File: src/rtl/digit_renderer_if.sv
// Height-value handshake between a producer and the digit renderer's BCD converter.
interface digit_renderer_if;
  logic [9:0] value;
  logic       value_valid;
  logic       in_ready;

  modport master (output value, output value_valid, input in_ready);
  modport slave  (input value, input value_valid, output in_ready);
endinterface

File: src/rtl/digit_renderer.sv
// Three-digit decimal readout overlay: sequential binary-to-BCD converter plus a
// two-stage render pipeline that addresses the glyph ROM and muxes its pixel.
module digit_renderer #(
  parameter int         X0       = 288,
  parameter int         Y0       = 224,
  parameter int         SCALE    = 1,
  parameter logic [5:0] BG_COLOR = 6'b000000
) (
  input  logic              clk,
  input  logic              reset,
  input  logic [9:0]        hcount,
  input  logic [9:0]        vcount,
  digit_renderer_if.slave   vin,
  output logic [3:0]        rom_sel,
  output logic [4:0]        rom_col,
  output logic [4:0]        rom_row,
  input  logic [5:0]        rom_data,
  output logic [5:0]        pixel_out,
  output logic [11:0]       bcd_shown
);

  localparam logic [10:0] XL = 11'(X0);
  localparam logic [10:0] XH = 11'(X0 + (24 << SCALE));
  localparam logic [10:0] YL = 11'(Y0);
  localparam logic [10:0] YH = 11'(Y0 + (16 << SCALE));
  localparam logic [5:0]  BLANK_COLOR = 6'b111111;

  typedef enum logic [1:0] {S_IDLE, S_SHIFT, S_DONE} state_t;

  function automatic logic [9:0] sat999(input logic [9:0] v);
    return (v > 10'd999) ? 10'd999 : v;
  endfunction

  function automatic logic [3:0] add3(input logic [3:0] n);
    return (n >= 4'd5) ? n + 4'd3 : n;
  endfunction

  state_t      state_q, state_d;
  logic [9:0]  bin_q, bin_d;
  logic [11:0] acc_q, acc_d, acc_adj;
  logic [3:0]  cnt_q, cnt_d;
  logic [11:0] pend_q, pend_d;
  logic [11:0] shown_q, shown_d;
  logic        frame_start;

  always_comb begin
    state_d       = state_q;
    bin_d         = bin_q;
    acc_d         = acc_q;
    cnt_d         = cnt_q;
    pend_d        = pend_q;
    shown_d       = shown_q;
    vin.in_ready  = (state_q == S_IDLE);
    acc_adj       = {add3(acc_q[11:8]), add3(acc_q[7:4]), add3(acc_q[3:0])};
    frame_start   = (hcount == 10'd0) && (vcount == 10'd0);
    case (state_q)
      S_IDLE: begin
        if (vin.value_valid) begin
          bin_d   = sat999(vin.value);
          acc_d   = 12'h000;
          cnt_d   = 4'd0;
          state_d = S_SHIFT;
        end
      end
      S_SHIFT: begin
        acc_d = {acc_adj[10:0], bin_q[9]};
        bin_d = {bin_q[8:0], 1'b0};
        cnt_d = cnt_q + 4'd1;
        if (cnt_q == 4'd9) state_d = S_DONE;
      end
      S_DONE: begin
        pend_d  = acc_q;
        state_d = S_IDLE;
      end
      default: state_d = S_IDLE;
    endcase
    // A conversion finishing exactly on frame start bypasses pending so it shows this frame.
    if (frame_start) shown_d = (state_q == S_DONE) ? acc_q : pend_q;
  end

  always_ff @(posedge clk or posedge reset) begin
    if (reset) begin
      state_q <= S_IDLE;
      bin_q   <= '0;
      acc_q   <= '0;
      cnt_q   <= '0;
      pend_q  <= '0;
      shown_q <= '0;
    end else begin
      state_q <= state_d;
      bin_q   <= bin_d;
      acc_q   <= acc_d;
      cnt_q   <= cnt_d;
      pend_q  <= pend_d;
      shown_q <= shown_d;
    end
  end

  logic [10:0] h11, v11, dx, dy;
  logic [1:0]  idx;
  logic [3:0]  sel_p1_d, sel_p1_q;
  logic [2:0]  col_p1_d, col_p1_q;
  logic [3:0]  row_p1_d, row_p1_q;
  logic        box_p1_d, box_p1_q, blank_p1_d, blank_p1_q;
  logic [5:0]  pix_p2_d, pix_p2_q;

  // Stage 1: scan coordinate -> glyph address and cell flags
  always_comb begin
    h11      = {1'b0, hcount};
    v11      = {1'b0, vcount};
    dx       = h11 - XL;
    dy       = v11 - YL;
    box_p1_d = (h11 >= XL) && (h11 < XH) && (v11 >= YL) && (v11 < YH);
    idx      = 2'(dx >> (3 + SCALE));
    col_p1_d = 3'(dx >> SCALE);
    row_p1_d = 4'(dy >> SCALE);
    case (idx)
      2'd0: begin
        sel_p1_d   = shown_q[11:8];
        blank_p1_d = (shown_q[11:8] == 4'd0);
      end
      2'd1: begin
        sel_p1_d   = shown_q[7:4];
        blank_p1_d = (shown_q[11:4] == 8'd0);
      end
      default: begin
        sel_p1_d   = shown_q[3:0];
        blank_p1_d = 1'b0;
      end
    endcase
  end

  // Stage 2: select glyph pixel, blank colour or background
  always_comb begin
    pix_p2_d = BG_COLOR;
    if (box_p1_q) pix_p2_d = blank_p1_q ? BLANK_COLOR : rom_data;
  end

  always_ff @(posedge clk or posedge reset) begin
    if (reset) begin
      sel_p1_q   <= '0;
      col_p1_q   <= '0;
      row_p1_q   <= '0;
      box_p1_q   <= 1'b0;
      blank_p1_q <= 1'b0;
      pix_p2_q   <= BG_COLOR;
    end else begin
      sel_p1_q   <= sel_p1_d;
      col_p1_q   <= col_p1_d;
      row_p1_q   <= row_p1_d;
      box_p1_q   <= box_p1_d;
      blank_p1_q <= blank_p1_d;
      pix_p2_q   <= pix_p2_d;
    end
  end

  assign rom_sel   = sel_p1_q;
  assign rom_col   = {2'b00, col_p1_q};
  assign rom_row   = {1'b0, row_p1_q};
  assign pixel_out = pix_p2_q;
  assign bcd_shown = shown_q;

endmodule

File: src/flat_wrapper.sv
// flat-port wrapper written by rule: the top's interface ports become plain ports
module digit_renderer_flat 
#(
  parameter int         X0       = 288,
  parameter int         Y0       = 224,
  parameter int         SCALE    = 1,
  parameter logic [5:0] BG_COLOR = 6'b000000
)
  (clk, reset, hcount, vcount, rom_sel, rom_col, rom_row, rom_data, pixel_out, bcd_shown, vin_value, vin_value_valid, vin_in_ready);
  digit_renderer_if vin_i ();
  input  logic clk;
  input  logic reset;
  input  logic [9:0] hcount;
  input  logic [9:0] vcount;
  output logic [3:0] rom_sel;
  output logic [4:0] rom_col;
  output logic [4:0] rom_row;
  input  logic [5:0] rom_data;
  output logic [5:0] pixel_out;
  output logic [11:0] bcd_shown;
  input wire logic [$bits(vin_i.value)-1:0] vin_value;
  input wire logic [$bits(vin_i.value_valid)-1:0] vin_value_valid;
  output wire logic [$bits(vin_i.in_ready)-1:0] vin_in_ready;
  assign vin_i.value = vin_value;
  assign vin_i.value_valid = vin_value_valid;
  assign vin_in_ready = vin_i.in_ready;
  digit_renderer #(.X0(X0), .Y0(Y0), .SCALE(SCALE), .BG_COLOR(BG_COLOR)) u_core (.clk(clk), .reset(reset), .hcount(hcount), .vcount(vcount), .vin(vin_i), .rom_sel(rom_sel), .rom_col(rom_col), .rom_row(rom_row), .rom_data(rom_data), .pixel_out(pixel_out), .bcd_shown(bcd_shown));
endmodule
File: config.mk
export PLATFORM = sky130hd
export DESIGN_NAME = digit_renderer_flat
export DESIGN_NICKNAME = d
export VERILOG_FILES = /design/src/rtl/digit_renderer_if.sv /design/src/rtl/digit_renderer.sv /design/src/flat_wrapper.sv
export SDC_FILE = /design/constraint.sdc
export NUM_CORES = 1
export LEC_CHECK = 0
export CORE_MARGIN = 5
export CORE_UTILIZATION = 45
export DETAILED_ROUTE_END_ITERATION = 10
export PLACE_DENSITY = 0.76
export SLEW_MARGIN = 0
export SYNTH_ARGS = -nofsm -noshare
export SYNTH_HDL_FRONTEND = slang
export SYNTH_SLANG_ARGS = --single-unit
export TNS_END_PERCENT = 100
File: constraint.sdc
create_clock -name clk -period 2.4 [get_ports clk]
set_clock_uncertainty 0.2 [all_clocks]
set_input_delay 0.48 -clock clk [delete_from_list [all_inputs] [get_ports clk]]
set_output_delay 0.48 -clock clk [all_outputs]
set_load 0.03 [all_outputs]
Word level (Yosys, flattened, before mapping). Index checks and enable logic that the tools add are counted.

$add $sub $neg: 6. $lt $le $gt $ge: 8. Equal/unequal tests: 6. Mux-type cells: 18. Reductions and logical operators: 13.

Operators with widths (number): 12-bit 2-to-1 mux (2); 12-bit case mux with 2 select lines (1); 10-bit logical NOT (2); 10-bit by 9-bit less-than comparator with 1-bit output (second input constant) (2); 10-bit 2-to-1 mux (2); 10-bit case mux with 2 select lines (1); 4-bit case mux with 2 select lines (2); 4-bit by 3-bit greater-or-equal comparator with 1-bit output (second input constant) (3); 4-bit 2-to-1 mux (3); 6-bit 2-to-1 mux (2); 10-bit by 8-bit greater-or-equal comparator with 1-bit output (second input constant) (1); 10-bit by 9-bit greater-or-equal comparator with 1-bit output (second input constant) (1); 10-bit > comparator (second input constant) (1); 4-bit by 2-bit adder with 4-bit output (second input constant) (2); 8-bit logical NOT (1); 6-bit subtractor (second input constant) (1); 5-bit by 1-bit subtractor with 5-bit output (second input constant) (1); 4-bit by 1-bit adder with 4-bit output (second input constant) (1); 2-bit by 1-bit equality test with 1-bit output (second input constant) (2); 4-bit equality test (second input constant) (1); 1-bit logical AND (4); 2-bit logical NOT (2); 4-bit logical NOT (1); 2-bit 2-to-1 mux (2); other kinds (9) (10).

Bits in registers: 71. Input port bits: 39. Output and inout port bits: 33.

Logic depth before layout (Yosys ltp). Gate-level depths: netlist of the first run.

Depth in word-level cells: 4. Mapped depth: 6.

Least setup slack after synthesis of the first run. OpenSTA, ideal clock, no wires.

Path type: input to register. Start point: input port hcount[7]. End point: register u_core.shown_q[0] (netlist: u_core.bcd_shown[0]). Setup time: 0.125 ns. Data arrival time: 1.740 ns. Slack: 0.336 ns. Stages on the path: 4. Buffers on the path: 1. Cell sequence: or4_4 nor3_4 buf_6 mux2_2.

Cells in the longest elaborated chain, start to end: 2.

RTL lines: from (decl) (line flat_wrapper.sv:13) `input logic [9:0] hcount;`; 10-bit logical NOT (line digit_renderer.sv:55) `frame_start = (hcount == 10'd0) && (vcount == 10'd0);`; 1-bit logical AND (line digit_renderer.sv:55); to (signal assigned) (line digit_renderer.sv:95) `shown_q <= shown_d;`; to (decl) (line digit_renderer.sv:43) `logic [11:0] shown_q, shown_d;`.

No other way between the ends. A chain may end at the register's enable or synchronous reset.

Final worst setup path of the first run.
Start point: register u_core.shown_q[9] (netlist: u_core.bcd_shown[9]). End point: output port bcd_shown[9].

RTL lines: to (decl) (line flat_wrapper.sv:20) `output logic [11:0] bcd_shown;`.

No word-level cell between the ends.

==> results of run 1 <==
## per-stage QoR
stage	setup WS (ns)	total power, mW	TNS, ns
final	0.2367	3.700	0
after global routing	0.1743	3.969	0
after CTS	0.02846	3.732	0
after detailed placement	-0.09755	2.783	-1.088
after global placement	-0.07431	2.717	-0.8779
after floorplan	0.3358	2.429	0
## flip-flops by register name (all words and copies together) (netlist names), 3 cells and up
register          flops
u_core.row_p1_q       4
u_core.pend_q        12
u_core.cnt_q          4
u_core.bcd_shown     12
u_core.bin_q         10
u_core.col_p1_q       3
u_core.pixel_out      6
u_core.acc_q         12
u_core.rom_sel        4
## final timing paths
kind,to,slack (ns),startpoint,depth (start not counted)
max,bcd_shown[9],0.24,u_core.bcd_shown[9]$_DFFE_PP0P_,1
min,u_core.bin_q[6]$_DFFE_PP0P_,0.29,u_core.bin_q[6]$_DFFE_PP0P_,2
max reg2reg,u_core.acc_q[2]$_DFFE_PP0P_,0.43,u_core.acc_q[0]$_DFFE_PP0P_,6
min reg2reg,u_core.bin_q[6]$_DFFE_PP0P_,0.29,u_core.bin_q[6]$_DFFE_PP0P_,2
max in group asynchronous,u_core.bcd_shown[3]$_DFFE_PP0P_,1.16,reset,3
min in group asynchronous,u_core.bin_q[3]$_DFFE_PP0P_,0.32,reset,2
## cell families after synthesis
group / share of synthesized area [%]
flip-flops: 58.53
buffers and inverters: 3.586
XOR/XNOR: 1.154
AO/OA/AOI/OAI: 12.08
AND/OR/NAND/NOR: 11.87
multiplexers: 9.357
adder cells (fa/ha/maj): 3.298
other: 0.1235
## worst register-to-register path, cell delays in order (launching register included)
cell	delay, ns
dfrtp_1	0.41
inv_1	0.13
ha_1	0.22
nand2b_1	0.07
a21oi_1	0.33
mux2_2	0.37
o21ai_0	0.15
## power by group through the flow
stage / clock [mW] / combinational (mW) / sequential (mW)
2_1_floorplan: 0 / 0.768 / 1.66
3_3_place_gp: 0 / 1.03 / 1.68
3_5_place_dp: 0 / 1.09 / 1.69
4_1_cts: 0.962 / 1.09 / 1.68
5_1_grt: 1.02 / 1.23 / 1.72
6_report: 0.943 / 1.08 / 1.68
## layer usage
layer,vias to the layer above,global-route usage (%),part of all wire (%)
li1,1087,-,-
met1,1089,21.38,44
met2,28,26.52,52
met3,8,3.199,2.6
met4,0,5.074,1.3
met5,-,0,0
## layout make-up
type / instances / area (sq um) / share of cell area, %
sequential: 71 / 1777 / 43.72
multi-input combinational: 175 / 1157 / 28.48
timing repair buffer: 78 / 795.8 / 19.58
clock buffer: 10 / 137.6 / 3.387
tap: 80 / 100.1 / 2.463
clock inverter: 5 / 58.81 / 1.447
inverter: 9 / 37.54 / 0.9236
## cells in the final DEF, fill, tap and decap left out, types with 2 or more instances in the layout
master and count:
ha_1 8, nand2b_1 5, inv_1 8, a21oi_1 9, a31oi_1 5, buf_4 7, xnor2_1 3, nor4_1 5
nand3_1 5, conb_1 3, o21ai_1 2, nor2_1 10, a22o_1 5, dfrtp_1 71, and2_1 5, mux2_2 19
buf_12 3, o21ai_0 27, clkdlybuf4s50_1 67, clkbuf_8 10, nand2_1 30, o21a_1 6, nor3_1 5, clkinvlp_4 3
a21o_1 2, o32ai_1 2, nand4_1 3, mux2i_1 7
==> out/metrics.yaml, run 1 <==
run_status:
  outcome: "finished, final reports clean"
worst_setup_path:
  cpPeakStageDelay_ns: 0.72
  crit_path_end_kind: "output pin"
  cp.required_ns: 1.72
  cp_cell_sequence: "clkdlybuf4s50_1"
  cp_data_arrival_time_ns: 1.48
  cp_max_fo: 4
  path_buf_inv: 1
  cp_top_family: "buffers and inverters"
  startpoint_type: "flip-flop"
  criticalPathCategory: "flip-flop to output pin"
  slowest_stage: "clkdlybuf4s50_1"
placed_design:
  dp_hpwl_microns: 4953
  placed_cells: 413
  port_buffers: 68
  postPlaceCellArea_sq_um: 3865
  gp_congestion: 0.7620
finish:
  fin_util_pct: 60.82
  n_antenna_cell: 0
  final_area_sq_um: 4064
  nFillCells: 546
  fin_nets: 391
  drive_gt1_share_pct: 13.51
  instances_no_fill: 428
  syn2layout_area_growth_pct: 33.88
power_and_ir_drop:
  p_sw_share_pct: 32.58
  power_density_nw_per_um2: 910.5
  p_seq_share_pct: 45.3
  p_comb_share_pct: 29.2
  clockPowerShare_pct: 25.5
  peakVddDrop_uv: 601.1
  p_leak_nw: 1.856
  p_int_mw: 2.495
  p_switching_mw: 1.206
sta:
  slew_headroom_pct: 49.51
  tightest_slew_ns: 0.7559
  whs_ns: 0.2860
  slew_violations: 0
  hold_violations: 0
  period_minus_slack_ns: 2.163
  clock.fmax_mhz: 462.2
  finalCritPeriodShare_pct: 90.14
  setup_viol: 0
  rsz0062_at_grt: "false"
clocking:
  cts_tree: "built"
  clk-insertion-delay-late_ns: 0.34
  ctsHoldBuffers: 0
  h-tree-depth: 3
  cts_root_buf: "clkbuf_8"
  postCtsSetupBuffers: 0
  clk_pin_slew_ns: 0.08
  ctsResizeCount: 0
  cts_buffers: 9
  clockBufferDepth: 2
  cts.sinks: 71
global_route:
  grt_pass1_wl_microns: 10950
  grt_pass1_vias: 2227
  grt_start_max_net_pins: 34
  overflow: 0
  grt_usage_pct: 16.09
  grt_antenna_before_repair: 0
logic_synthesis:
  syn_avg_cell_area_sq_um: 11.37
  synthesis.instances: 267
  yosysWarningCount: 0
  syn_area_sq_um: 3035
  synthArstFlopShare_pct: 100.0
  synth_edf_count: 0
  synth.top_cell.area_share_pct: 58.53
  synth_most_common_cell: "dfrtp_1"
  yosysTopAreaCell: "dfrtp_1"
  synth_seq_cells: 71
  synthTopCellsByArea: "dfrtp_1, mux2_2, o21ai_0, nand2_1, ha_1"
  synth_common_cells: "dfrtp_1, nand2_1, o21ai_0, mux2_2, nor2_1"
  ys_types: 36
  synthFlopType: "dfrtp_1"
  ys_seq_area_share_pct: 58.53
route:
  avgRoutedWirePerCell_microns: 15.22
  drt-total-wl_microns: 6516
  drt_first_pass_iters: 4
  vias: 2212
  vias_per_cell: 5.168
  drtAntennaViolNets: 0
  drc: 0
  first_iter_violations: 110
floorplanning:
  dieWidth_microns: 92.13
  ioPinCount: 72
  dieArea_sq_um: 8488
  core_area_sq_um: 6681
  die_y_microns: 92.13
  rows: 30
  initial_core_util_pct: 45.43
flow_run:
  cap_violations: 0
hold_path:
  hold_path_class: "flip-flop to flip-flop"
Note: power is estimated with default switching activity, not from simulation.
==> inputs of run 2 (changes only) <==
--- a/config.mk
+++ b/config.mk
@@ -6,9 +6,8 @@
 export NUM_CORES = 1
 export LEC_CHECK = 0
 export CORE_MARGIN = 5
-export CORE_UTILIZATION = 45
+export CORE_UTILIZATION = 30
 export DETAILED_ROUTE_END_ITERATION = 10
-export PLACE_DENSITY = 0.76
 export SLEW_MARGIN = 0
 export SYNTH_ARGS = -nofsm -noshare
 export SYNTH_HDL_FRONTEND = slang
==> out/metrics.yaml, run 2 (synthesized netlist as in run 1, its figures left out) <==
run_status:
  outcome: "finished, final reports clean"  # unchanged
clocking:
  cts_buffers: 9  # unchanged
  clk_pin_slew_ns: 0.08  # about the same
  clk-insertion-delay-late_ns: 0.35  # was 0.34 ns
  clockBufferDepth: 2  # unchanged
  h-tree-depth: 3  # unchanged
  cts_tree: "built"  # unchanged
  postCtsSetupBuffers: 0  # unchanged
  ctsResizeCount: 0  # unchanged
  ctsHoldBuffers: 0  # unchanged
  cts_root_buf: "clkbuf_8"  # unchanged
  cts.sinks: 71  # unchanged
floorplanning:
  dieArea_sq_um: 12230  # was 8488 sq um
  die_y_microns: 110.6  # was 92.13 microns
  rows: 36  # was 30
  initial_core_util_pct: 30.91  # was 45.43%
  core_area_sq_um: 9819  # was 6681 sq um
  ioPinCount: 72  # unchanged
  dieWidth_microns: 110.6  # was 92.13 microns
worst_setup_path:
  slowest_stage: "clkdlybuf4s50_1"  # unchanged
  crit_path_end_kind: "output pin"  # unchanged
  r2r_start: "u_core.acc_q[0]$_DFFE_PP0P_"  # unchanged
  cpPeakStageDelay_ns: 0.70  # was 0.72 ns
  r2r_end: "u_core.acc_q[2]$_DFFE_PP0P_"  # unchanged
  rr_worst_depth: 6  # unchanged
  criticalPathCategory: "flip-flop to output pin"  # unchanged
  cp_cell_sequence: "nor2_1 > clkdlybuf4s50_1"  # was clkdlybuf4s50_1
  path_buf_inv: 1  # unchanged
  cp_data_arrival_time_ns: 1.63  # was 1.48 ns
  cp.required_ns: 1.72  # about the same
  cp_top_family: "buffers and inverters"  # unchanged
  regToRegSetupSlack_ns: 0.51  # was 0.43 ns
  cp_max_fo: 3  # was 4
  startpoint_type: "flip-flop"  # unchanged
power_and_ir_drop:
  power_density_nw_per_um2: 917.8  # was 910.5 nW/um^2
  peakVddDrop_uv: 340.7  # was 601.1 uV
  p_leak_nw: 1.855  # was 1.856 nW
sta:
  tightest_slew_ns: 0.7077  # was 0.7559 ns
  hold_violations: 0  # unchanged
  setup_viol: 0  # unchanged
  finalCritPeriodShare_pct: 96.30  # was 90.14%
  whs_ns: 0.2813  # was 0.2860 ns
  clock.fmax_mhz: 432.7  # was 462.2 MHz
  period_minus_slack_ns: 2.311  # was 2.163 ns
  slew_violations: 0  # unchanged
  rsz0062_at_grt: "false"  # unchanged
  slew_headroom_pct: 52.72  # was 49.51%
placed_design:
  port_buffers: 68  # unchanged
  gp_congestion: 0.7681  # was 0.7620
  dp_hpwl_microns: 4997  # was 4953 microns
finish:
  drive_gt1_share_pct: 13.75  # was 13.51%
  n_antenna_cell: 0  # unchanged
  fin_nets: 391  # unchanged
  register_area_sq_um: 1777  # unchanged
  mostFrequentLayoutCell: "dfrtp_1"  # unchanged
  syn2layout_area_growth_pct: 36.36  # was 33.88%
  fin_util_pct: 42.15  # was 60.82%
  final_cell_mix: "dfrtp_1, clkdlybuf4s50_1, nand2_1"  # unchanged
  multi_input_comb_area_sq_um: 1157  # unchanged
  nFillCells: 973  # was 546
flow_run:
  cap_violations: 0  # unchanged
global_route:
  grt_start_max_net_pins: 72  # was 34
  grt_antenna_before_repair: 0  # unchanged
  grt_usage_pct: 11.52  # was 16.09%
  grt_pass1_wl_microns: 11430  # was 10950 microns
  overflow: 0  # unchanged
  grt_pass1_vias: 2236  # was 2227
route:
  drt_first_pass_iters: 6  # was 4
  drtAntennaViolNets: 0  # unchanged
  drc: 0  # unchanged
  first_iter_violations: 82  # was 110
  vias_per_cell: 4.581  # was 5.168
  wl_met2_microns: 3526  # was 3407 microns
  wl_met1_microns: 2923  # was 2854 microns
  drt-total-wl_microns: 6714  # was 6516 microns
  wl_met3_microns: 172  # was 168 microns
  dr.max_layer_used: "met4"  # unchanged
  vias: 2208  # was 2212
  avgRoutedWirePerCell_microns: 13.93  # was 15.22 microns
hold_path:
  worstHoldStart: "u_core.bin_q[5]$_DFFE_PP0P_"  # was u_core.bin_q[6]$_DFFE_PP0P_
  hold_depth: 2  # unchanged
  hold_path_class: "flip-flop to flip-flop"  # unchanged
  worstHoldEndpoint: "u_core.bin_q[5]$_DFFE_PP0P_"  # was u_core.bin_q[6]$_DFFE_PP0P_
==> run 2: area by class of cell <==
| type | count | share of cell area, % |
|---|---|---|
| clock buffer | 9 | 2.993 |
| clock inverter | 7 | 2.328 |
| inverter | 9 | 0.9069 |
| multi-input combinational | 175 | 27.96 |
| sequential | 71 | 42.93 |
| tap | 133 | 4.021 |
| timing repair buffer | 78 | 18.86 |
==> run 2: worst max-delay path by stage <==
stage / from / to / slack (ns) / cells past startpoint
final: u_core.state_q[1]$_DFFE_PP0P_ / vin_in_ready / 0.09 / 2
after global routing: u_core.state_q[1]$_DFFE_PP0P_ / vin_in_ready / 0.04 / 2
after CTS: u_core.state_q[1]$_DFFE_PP0P_ / vin_in_ready / 0.06 / 2
after detailed placement: hcount[7] / u_core.bcd_shown[1]$_DFFE_PP0P_ / -0.09 / 5
after global placement: hcount[7] / u_core.bcd_shown[2]$_DFFE_PP0P_ / -0.08 / 5
after floorplan: hcount[7] / u_core.bcd_shown[0]$_DFFE_PP0P_ / 0.34 / 4
==> run 2: where the power goes <==
part           internal, mW  switching [mW]  total [mW]
registers              1.49           0.179        1.66
logic                 0.506           0.572        1.08
clock network         0.588           0.468        1.06
total                  2.58            1.22        3.80
==> run 2: metrics by stage <==
step / TNS [ns] / area, sq um / setup WS [ns] / std cells / power (mW)
final: 0 / 4139 / 0.08890 / 482 / 3.799
after floorplan: 0 / 3047 / 0.3358 / 269 / 2.429
after global placement: -0.9608 / 3919 / -0.08137 / 466 / 2.736
after global routing: 0 / 4139 / 0.04045 / 482 / 4.082
after detailed placement: -0.9989 / 3919 / -0.08935 / 466 / 2.782
after CTS: 0 / 4139 / 0.06350 / 482 / 3.851
==> run 2: per-layer routing <==
layer	global-route usage [%]	up-vias
li1	-	1084
met1	14.21	1096
met2	19.09	21
met3	3.228	7
met4	4.433	0
met5	0	-
==> run 2: worst reg2reg max path, stage by stage (launching register included) <==
cell	delay, ns
dfrtp_1	0.41
inv_1	0.12
ha_1	0.20
nand2b_1	0.07
a21oi_1	0.28
mux2_2	0.37
o21ai_0	0.15
==> inputs of run 3 (changes only) <==
--- a/config.mk
+++ b/config.mk
@@ -6,8 +6,9 @@
 export NUM_CORES = 1
 export LEC_CHECK = 0
 export CORE_MARGIN = 5
-export CORE_UTILIZATION = 30
+export CORE_UTILIZATION = 45
 export DETAILED_ROUTE_END_ITERATION = 10
+export PLACE_DENSITY = 0.76
 export SLEW_MARGIN = 0
 export SYNTH_ARGS = -nofsm -noshare
 export SYNTH_HDL_FRONTEND = slang
==> results of run 3 <==
The final DEF is identical to that of run 1; final timing and power are the same.
